--- config.mk ---
export PLATFORM = sky130hd
export DESIGN_NAME = ldpc_3gpp_dec_llr_waddr_gen
export DESIGN_NICKNAME = d
export VERILOG_FILES = /design/src/rtl/ldpc_3gpp_dec_llr_waddr_gen.sv
export SDC_FILE = /design/constraint.sdc
export NUM_CORES = 1
export LEC_CHECK = 0
export ABC_AREA = 1
export CAP_MARGIN = 25
export CORE_MARGIN = 2
export CORE_UTILIZATION = 39
export CTS_BUF_LIST = sky130_fd_sc_hd__clkbuf_8
export DETAILED_ROUTE_END_ITERATION = 10
export GPL_ROUTABILITY_DRIVEN = 1
export PLACE_DENSITY = 0.65
export RECOVER_POWER = 50
export SLEW_MARGIN = 20
export SYNTH_ARGS = -nofsm -noshare
export SYNTH_HDL_FRONTEND = slang
export SYNTH_SLANG_ARGS = --single-unit
--- constraint.sdc ---
create_clock -name iclk -period 3.25 [get_ports iclk]
set_input_delay 0.4875 -clock iclk [delete_from_list [all_inputs] [get_ports iclk]]
set_output_delay 0.4875 -clock iclk [all_outputs]
set_load 0.03 [all_outputs]
--- src/rtl/ldpc_3gpp_dec_llr_waddr_gen.sv ---
// ldpc_3gpp_dec_llr_waddr_gen: column-block-major LLR RAM write address generator and frame controller
module ldpc_3gpp_dec_llr_waddr_gen #(
    parameter int pADDR_W = 8,
    parameter int pDAT_W  = 32,
    parameter int pCOL_W  = 7,
    parameter int pZC_W   = 9
) (
    input  logic               iclk,
    input  logic               ireset,
    input  logic               iclkena,
    input  logic [pZC_W-1:0]   iused_zc,
    input  logic [pCOL_W-1:0]  iused_col,
    input  logic               ival,
    input  logic               isop,
    input  logic               ieop,
    input  logic [pDAT_W-1:0]  idat,
    input  logic               ibuf_release,
    output logic               ordy,
    output logic               owrite,
    output logic [pADDR_W-1:0] oLLR_waddr,
    output logic [pDAT_W-1:0]  oLLR_wdat,
    output logic               odone,
    output logic               oerr,
    output logic               ofull
);
    typedef enum logic [1:0] {IDLE, WRITE, FULL} state_t;

    state_t              state_q, state_d;
    logic [pZC_W-1:0]    zc_cnt_q, zc_cnt_d, used_zc_q, used_zc_d;
    logic [pCOL_W-1:0]   col_cnt_q, col_cnt_d, used_col_q, used_col_d;
    logic [pADDR_W-1:0]  col_base_q, col_base_d, waddr_q, waddr_d;
    logic [pDAT_W-1:0]   wdat_q, wdat_d;
    logic                owrite_q, owrite_d, done_q, done_d, err_q, err_d;
    logic                acc, start, wr, zc_last, last, fin;
    logic [pZC_W-1:0]    uz, zc_cur;
    logic [pCOL_W-1:0]   uc, col_cur;
    logic [pADDR_W-1:0]  base_cur;

    assign ordy       = state_q != FULL;
    assign ofull      = state_q == FULL;
    assign owrite     = owrite_q;
    assign oLLR_waddr = waddr_q;
    assign oLLR_wdat  = wdat_q;
    assign odone      = done_q;
    assign oerr       = err_q;

    // An isop word starts a fresh frame from the live sizes; otherwise continue from the latched counters.
    always_comb begin
        acc        = ival & ordy & iclkena;
        start      = acc & isop;
        wr         = start | (acc & (state_q == WRITE));
        uz         = start ? iused_zc : used_zc_q;
        uc         = start ? iused_col : used_col_q;
        zc_cur     = start ? '0 : zc_cnt_q;
        col_cur    = start ? '0 : col_cnt_q;
        base_cur   = start ? '0 : col_base_q;
        zc_last    = zc_cur == uz - pZC_W'(1);
        last       = zc_last & (col_cur == uc - pCOL_W'(1));
        fin        = last | ieop;
        state_d    = state_q;
        zc_cnt_d   = zc_cnt_q;
        col_cnt_d  = col_cnt_q;
        col_base_d = col_base_q;
        used_zc_d  = used_zc_q;
        used_col_d = used_col_q;
        waddr_d    = waddr_q;
        wdat_d     = wdat_q;
        owrite_d   = 1'b0;
        done_d     = 1'b0;
        err_d      = 1'b0;
        if (state_q == FULL && ibuf_release)
            state_d = IDLE;
        if (wr) begin
            used_zc_d  = uz;
            used_col_d = uc;
            owrite_d   = 1'b1;
            waddr_d    = base_cur + pADDR_W'(zc_cur);
            wdat_d     = idat;
            zc_cnt_d   = zc_last ? '0 : zc_cur + pZC_W'(1);
            col_cnt_d  = zc_last ? col_cur + pCOL_W'(1) : col_cur;
            col_base_d = zc_last ? base_cur + pADDR_W'(uz) : base_cur;
            state_d    = fin ? FULL : WRITE;
            done_d     = fin;
            err_d      = (start && state_q == WRITE) || (fin && !(last && ieop));
        end
    end

    // State register; clock enable freezes everything, reset discards any frame in progress.
    always_ff @(posedge iclk) begin
        if (!ireset) begin
            state_q    <= IDLE;
            zc_cnt_q   <= '0;
            col_cnt_q  <= '0;
            col_base_q <= '0;
            used_zc_q  <= '0;
            used_col_q <= '0;
            waddr_q    <= '0;
            wdat_q     <= '0;
            owrite_q   <= 1'b0;
            done_q     <= 1'b0;
            err_q      <= 1'b0;
        end else if (iclkena) begin
            state_q    <= state_d;
            zc_cnt_q   <= zc_cnt_d;
            col_cnt_q  <= col_cnt_d;
            col_base_q <= col_base_d;
            used_zc_q  <= used_zc_d;
            used_col_q <= used_col_d;
            waddr_q    <= waddr_d;
            wdat_q     <= wdat_d;
            owrite_q   <= owrite_d;
            done_q     <= done_d;
            err_q      <= err_d;
        end
    end
endmodule

== After elaboration in Yosys (flattened, before gate mapping) ==
Cells that the tools add are included.
Word-level totals
  register bits: 85
  output and inout bits: 45
  input port bits: 55
  logic and storage cells: 52
Operators by class
  reductions and logical operators: 9
  bitwise logic cells: 7
  mux-type cells: 14
  equality and inequality tests: 5
  add/subtract/negate cells: 6
Operator list (number)
  9-bit two-way mux: 3
  7-bit two-way mux: 3
  8-bit adder: 2
  8-bit two-way mux: 2
  9-bit by 1-bit adder with 9-bit output, second input constant: 1
  9-bit equality test: 1
  9-bit by 1-bit subtractor with 9-bit output, second input constant: 1
  7-bit by 1-bit adder with 7-bit output, second input constant: 1
  7-bit equality test: 1
  7-bit by 1-bit subtractor with 7-bit output, second input constant: 1
  2-bit two-way mux: 3
  1-bit bitwise AND: 5
  1-bit logical AND: 4
  2-bit AND reduction: 2
  1-bit two-way mux: 3
  2-bit by 1-bit equality test with 1-bit output, second input constant: 1
  2-bit equality test, second input constant: 1
  2-bit inequality test, second input constant: 1
  1-bit OR: 2
  2-bit nonzero test: 1
  1-bit zero test: 1
  1-bit logical OR: 1

== Longest topological paths before layout ==
Gate-level depths: netlist of the first run.
  depth in word-level cells: 13
  gate-level depth with buffers: 22

== Least setup slack after synthesis of the first run ==
Ideal clock, no wire load.
  path kind: reg-to-reg
  from: register state_q[1]
  to: register waddr_q[6] (netlist: oLLR_waddr[6])
  buffers on the path: 2
  arrival: 2798 ps
  path slack: 394 ps
  stages on the path, launching flop included: 18
  library setup time: 58 ps
  data required time: 3192 ps
  cell sequence: dfxtp_1 > inv_1 > nor2_4 > nor2_4 > buf_6 > clkbuf_1 > nor2_1 > ha_1 > inv_1 > fa_1 > o21ai_0 > a21oi_1 > inv_1 > a21oi_1 > or2_2 > nand3_1 > o211ai_1 > inv_1
On the way
  cells in the longest elaborated chain, start to end: 6
RTL lines
  from (decl): RTL line 28  | state_t state_q, state_d;
  from (signal assigned): RTL line 103  | state_q <= state_d;
  2-bit inequality test: RTL line 39  | assign ordy = state_q != FULL;
  1-bit bitwise AND (2 in series): RTL line 49  | acc = ival & ordy & iclkena;
  1-bit bitwise AND (on tied branches): RTL line 50, 51
  8-bit two-way mux, or another cell as far along: RTL line 56  | base_cur = start ? '0 : col_base_q;
  8-bit adder or 2-bit AND reduction (tied branches)
  to (signal assigned): RTL line 109  | waddr_q <= waddr_d;
  to (decl): RTL line 31  | logic [pADDR_W-1:0] col_base_q, col_base_d, waddr_q, waddr_d;
Parallel ways exist; a longest one is shown, timed or not.
A chain may end at the register's enable or synchronous reset.

== Worst setup path after layout of the first run ==
  from: input isop
  to: register col_base_q[6]
On the way
  cells in the longest elaborated chain, start to end: 5
RTL lines
  from (decl): RTL line 14  | input logic isop,
  1-bit bitwise AND *: RTL line 50  | start = acc & isop;
  9-bit two-way mux: RTL line 52  | uz = start ? iused_zc : used_zc_q;
  9-bit by 1-bit subtractor with 9-bit output: RTL line 57  | zc_last = zc_cur == uz - pZC_W'(1);
  9-bit equality test: RTL line 57
  8-bit two-way mux: RTL line 81  | col_base_d = zc_last ? base_cur + pADDR_W'(uz) : base_cur;
  to (signal assigned): RTL line 106  | col_base_q <= col_base_d;
  to (decl): RTL line 31
Mark *: on every way between the ends. The rest lies on a longest branch, timed or not.

==> metrics.cfg, run 1 <==
[routing]
firstDrtPassIters = 5
drc = 0
drt_iter0_markers = 289
wirelength_mm = 13.8
postRouteAntennaNets = 0
viasPerCell = 4.81
vias = 5090
wl_per_cell_um = 13.1

[worst_hold_path]
hold_path.class = flop to flop
min_path_cells = 2

[logic_synthesis]
synth-seq-cells = 85
synth.avg_cell_area_um2 = 6.86
netlist_area_um2 = 5050
synthSimpleGateAreaFrac_pct = 36.8
synthTopCellsByArea = dfxtp_1 (34%), nand2_1 (11%), nor2_1 (10%)
synth_edf_count = 0
async_reset_ff_share_pct = 0
ys.flop_type = dfxtp_1
yosysTopAreaCell = dfxtp_1
synthXorXnorAreaFrac_pct = 5.20
ys_top_cells_by_count = nand2_1 (146), nor2_1 (139), dfxtp_1 (85)
syn_inst = 736
synth_compound_area_share_pct = 9.19
syn_nets = 812
synth_fa_ha_area_share_pct = 5.50
yosysMostFrequentCell = nand2_1
synth.top_cell.area_share_pct = 33.7
synthMuxAreaShare_pct = 0.793
ys_seq_area_share_pct = 33.7
ys_warn_count = 0
synth_top_family_by_area = simple AND/OR/NAND/NOR gates
synth_cell_types = 39

[power_and_ir_drop]
power_mw = 2.56
switching_share_pct = 31.5
power_density_nw_per_um2 = 376
seqPwrFrac_pct = 43.7
p_leak_nw = 3.24
p_int_mw = 1.76
p_comb_share_pct = 27.3
irDropWorstVdd_mv = 0.230
switching_power_uw = 808
clkPwrFrac_pct = 29.0

[clock_tree]
clk_latency_ns = 0.37
clk_pin_slew_ns = 0.08
clock_sinks = 85
cts_max_level = 3
cts-buffers-inserted = 9
cts_buffer_depth = 2
cts_resized = 0
cts_tree = yes
cts_setup_buffers = 0
holdBufCountCts = 0
root_buffer = clkbuf_8

[place]
dp_cells = 1044
gp_congestion = 0.927
place_area_um2 = 6640
dp_hpwl_mm = 10.6
post-place-ws_ns = -0.168
io_buffers = 99

[worst_setup_path]
cp_common_cell = nand3_1
path_delay_family = simple AND/OR/NAND/NOR gates
startpoint_type = primary input
cp_slowest_cell = clkdlybuf4s50_1
worst-path-max-fanout = 10
arrival_ns = 3.27
critPathRequiredTime_ns = 3.50
cp_cell_sequence = clkdlybuf4s50_1 -> nand3_1 -> nor2_4 -> buf_6 -> nor2_1 -> ha_1 -> inv_1 -> fa_1 -> o21ai_0 -> nand2_1 -> a21oi_1 -> nor2_1 -> xor2_1 -> nand3_1 -> nand3_1 -> a21oi_1
max_stage_delay_ns = 0.46
critPathBufInv = 3
cp.depth = 16
end_kind = flop
reg2reg_depth = 16
worstSetupPathType = primary input to flop

[sta]
worst_pin_slew_ns = 0.560
setup_viol = 0
slew_headroom_pct = 62.6
finClkSkew_ns = 0.0105
period_minus_slack_ns = 3.01
fmax_ghz = 0.332
rsz0062_at_grt = false
worst_slack_ns = 0.238
hold_viol = 0
fin_crit_sh_pct = 92.7
slew_viol_final = 0
holdWs_ns = 0.470

[final_layout]
final_cells = 1058
drive_gt1_share_pct = 14.0
area_growth_pct = 34.9
final_area_um2 = 6820
antennaDiodeCount = 0
fin_nets = 959

[floorplanning]
start_util_pct = 40.0
io_pins = 100
core_um2 = 12600
fp-row-count = 41
dieArea_um2 = 13900
die_h_um = 118
die-width_um = 118

[grt]
grt_pass1_wl_mm = 23.5
overflow = 0
grt_max_degree = 50
first_global_vias = 5022
antenna_found_initial = 0
track_usage_pct = 20.7

[status]
status = completed

[job]
maxCapViolCount = 0

cells in the final DEF (no fill, tap or decap), drive strengths merged, types with 6 or more instances in the layout:
cell,synthesis,final
a21oi,30,30
o21ai,51,51
dfxtp,85,85
dlygate4sd3,0,43
nor2,155,155
ha,19,19
nor3,12,12
nand3,52,52
xor2,25,25
nand2,166,166
nand4,6,6
buf,7,59
inv,82,85
clkbuf,20,15
clkdlybuf4s50,0,56
kinds of logic after synthesis:
group	after synthesis
buf+inv	110
mux	4
flops	85
xor+xnor	30
simple gates	397
compound gates	89
fa+ha+maj	21
registers in the layout (all words and copies together) (netlist names):
name and flops:
odone 1, state_q 2, zc_cnt_q 9, col_cnt_q 7, used_zc_q 9, oLLR_wdat 32, oerr 1, oLLR_waddr 8
used_col_q 7, owrite 1, col_base_q 8
worst min-delay path: stages (launching register included):
cell,delay [ns]
dfxtp_1,0.31
nand2_1,0.06
a21oi_1,0.06
per-stage QoR:
step / utilization [%] / setup TNS, ns
3_3_place_gp: 52.6 / -0.377
5_1_grt: 54.0 / 0
4_1_cts: 54.1 / 0
3_5_place_dp: 52.6 / -1.02
6_report: 54.0 / 0
2_1_floorplan: - / 0
area by class of cell:
cell class / count / area (µm²)
tap: 172 / 215
clock buffer: 10 / 138
multi-input combinational: 541 / 2900
sequential: 85 / 1700
clock inverter: 4 / 42.5
fill: 1254 / 5800
timing repair buffer: 163 / 1510
inverter: 83 / 312
worst paths after layout:
check	startpoint	end	slack [ns]
max	isop	col_base_q[6]	0.24
min	odone	odone	0.47
max reg2reg	state_q[1]	col_base_q[6]	0.36
min reg2reg	odone	odone	0.47
power by group through the flow:
stage	registers [mW]	logic (mW)	clock network [mW]
final	1.12	0.701	0.744
after CTS	1.12	0.717	0.769
after global routing	1.13	0.773	0.813
after detailed placement	1.15	0.713	0
after global placement	1.14	0.706	0
after floorplan	1.21	0.347	0
routing by layer:
| metal | vias to the layer above | GRT usage (%) | wire length, µm |
|---|---|---|---|
| met1 | 2278 | 25.9 | 6260 |
| met2 | 177 | 33.5 | 6100 |
| li1 | 2615 | - | - |
| met4 | 0 | 7.83 | 281 |
| met3 | 20 | 6.20 | 1200 |
| met5 | - | 0 | 0 |
Power figures use the tool's default switching activity.
==> run 2: changes to the inputs <==
- CAP_MARGIN: 25 -> 10
- CELL_PAD_IN_SITES_DETAIL_PLACEMENT: not set -> 1
- CELL_PAD_IN_SITES_GLOBAL_PLACEMENT: not set -> 2
- CORE_UTILIZATION: 39 -> 29
- PLACE_DENSITY: 0.65 -> 0.84
- SKIP_CTS_REPAIR_TIMING: not set -> 1
==> run 2 against run 1 <==
Against the previous run: final cell count increased by 4.5%; combinational power increased by 0.9%; clock power increased by 9.8%; first-iteration DRC count decreased by 35%; sequential cell count unchanged; design area increased by 0.50%; power increased by 3.0%; fmax increased by 0.18%; critical path depth increased by 2; core utilization decreased by 14 points; sequential power about the same; worst hold slack got worse by 0.0029 ns; largest cell class unchanged; highest routed layer unchanged.
==> metrics.cfg, run 2 (synthesized netlist as in run 1, its figures left out) <==
[grt]
antenna_found_initial = 1  ; +1
overflow = 0  ; unchanged
first_global_vias = 5061  ; +0.78%
grt_max_degree = 54  ; +8.0%
grt_pass1_wl_mm = 25.2  ; +7.0%
track_usage_pct = 17.4  ; -3.3 points

[floorplanning]
core_um2 = 17200  ; +36%
die_h_um = 136  ; +15%
fp-row-count = 48  ; +17%
die-width_um = 136  ; +15%
start_util_pct = 29.4  ; -11 points
dieArea_um2 = 18500  ; +33%
io_pins = 100  ; unchanged

[power_and_ir_drop]
p_int_mw = 1.80  ; +2.7%
seqPwrFrac_pct = 42.3  ; -1.4 points
power_mw = 2.64  ; +3.0%
switching_power_uw = 839  ; +3.8%
p_comb_share_pct = 26.7  ; -0.6 points
clkPwrFrac_pct = 30.9  ; +1.9 points
power_density_nw_per_um2 = 386  ; +2.5%
switching_share_pct = 31.7  ; +0.24 points
irDropWorstVdd_mv = 0.234  ; +1.6%
p_leak_nw = 3.20  ; -1.4%

[sta]
fmax_ghz = 0.333  ; +0.18%
slew_headroom_pct = 19.4  ; -43 points
period_minus_slack_ns = 3.01  ; -0.00556 ns
final.setup.tns_ns = 0  ; unchanged
hold_viol = 0  ; unchanged
worst_slack_ns = 0.243  ; +0.00556 ns
slew_viol_final = 0  ; unchanged
fin_crit_sh_pct = 92.5  ; -0.17 points
setup_viol = 0  ; unchanged
worst_pin_slew_ns = 1.21  ; +0.648 ns
rsz0062_at_grt = false
finClkSkew_ns = 0.00752  ; -0.00302 ns

[worst_setup_path]
critPathRequiredTime_ns = 3.56  ; +0.06 ns
reg2reg_depth = 17  ; +1
ff2ff_setup_slack_ns = 0.41  ; +0.05 ns
arrival_ns = 3.32  ; +0.05 ns
worstSetupPathType = primary input to flop
startpoint_type = primary input
worst_r2r_startpoint = state_q[0]
worst-path-max-fanout = 9  ; -1
r2r_end = oLLR_waddr[6]
end_kind = flop

[place]
dp_hpwl_mm = 11.7  ; +9.9%
gp_congestion = 0.839  ; -9.5%
io_buffers = 99  ; unchanged
dp_cells = 1088  ; +4.2%
post-place-ws_ns = -0.216  ; -0.0478 ns

[routing]
vias = 4976  ; -2.2%
firstDrtPassIters = 4  ; -1
drc = 0  ; unchanged
wl_per_cell_um = 13.9  ; +6.1%
drt_iter0_markers = 188  ; -35%
wirelength_mm = 15.4  ; +11%
postRouteAntennaNets = 0  ; unchanged
viasPerCell = 4.50  ; -6.5%

[worst_hold_path]
worstHoldEndpoint = odone
hp-start = odone
hold_path.class = flop to flop
min_path_cells = 2  ; unchanged

[clock_tree]
clock_sinks = 85  ; unchanged
clk_pin_slew_ns = 0.09  ; about the same
cts_max_level = 3  ; unchanged
root_buffer = clkbuf_8
cts_buffer_depth = 2  ; unchanged
clk_latency_ns = 0.37  ; about the same
cts_tree = yes
cts-buffers-inserted = 9  ; unchanged

[final_layout]
fin_nets = 951  ; -0.83%
largest_reg_flops = 32  ; unchanged
nFillCells = 2206  ; +76%
final_common_cell = nand2_1
multiInputGateArea_um2 = 2920  ; +0.60%
drive_gt1_share_pct = 14.0  ; -0.018 points
fin_util_pct = 39.9  ; -14 points
area_growth_pct = 35.6
regArea_um2 = 1700  ; unchanged
final_cell_mix = nand2_1 (145), nor2_1 (136), dfxtp_1 (85)
final_cells = 1106  ; +4.5%

[status]
status = completed

[job]
maxCapViolCount = 0  ; unchanged

[run 2: cell count changes in the layout (fill, tap and decap cells not counted), sizes merged]
cell           previous run  this run
buf                      59        48
dlygate4sd3              43        46
clkbuf                   15        20
inv                      85        84
clkinvlp                  0         1
clkdlybuf4s50            56        53
diode                     0         1
[run 2: layer usage]
metal  wire length, µm  track usage, %  vias to the layer above
li1                  -               -                     2595
met5                 0               0                        -
met4               175            5.32                        0
met1              7470            22.6                     2267
met3              1190            5.63                       11
met2              6530            27.2                      103
[run 2: worst max-delay path by stage]
stage | from | end | cells past startpoint
CTS | isop | col_base_q[6] | 16
global route | isop | state_q[1] | 19
detailed placement | isop | col_base_q[6] | 16
floorplan | state_q[1] | oLLR_waddr[6] | 17
finish | iclkena | oLLR_waddr[6] | 18
global placement | isop | col_base_q[6] | 16
[run 2: power groups by stage]
stage               registers [mW]  logic, mW  clock network (mW)
CTS                           1.12      0.726               0.849
detailed placement            1.15      0.721                   0
finish                        1.12      0.707               0.817
global route                  1.13      0.785               0.882
global placement              1.14      0.716                   0
floorplan                     1.21      0.347                   0
[run 2: per-stage QoR]
stage | area, µm² | hold slack [ns]
2_1_floorplan | 5050 | 0.445
3_3_place_gp | 6630 | 0.457
3_5_place_dp | 6630 | 0.458
4_1_cts | 6840 | 0.472
5_1_grt | 6850 | 0.487
6_report | 6850 | 0.467
[run 2: cell type report]
class                           instances  share of cell area (%)
Sequential cell                        85                    24.8
Multi-Input combinational cell        541                    42.6
Clock inverter                          4                   0.676
Clock buffer                           12                    2.41
Tap cell                              225                    4.11
Inverter                               83                    4.55
Antenna cell                            1                  0.0365
Timing Repair Buffer                  155                    20.8
[run 2: worst max-delay path, stage by stage]
cell	delay (ns)
clkdlybuf4s50_1	0.45
nand2_1	0.15
nor2_4	0.05
nand2_2	0.09
buf_4	0.20
nand2_2	0.07
inv_1	0.10
ha_1	0.18
inv_1	0.06
fa_1	0.39
o21ai_0	0.31
a21oi_1	0.12
inv_1	0.07
a21oi_1	0.07
or2_2	0.28
nand3_1	0.08
o211ai_1	0.09
inv_1	0.07
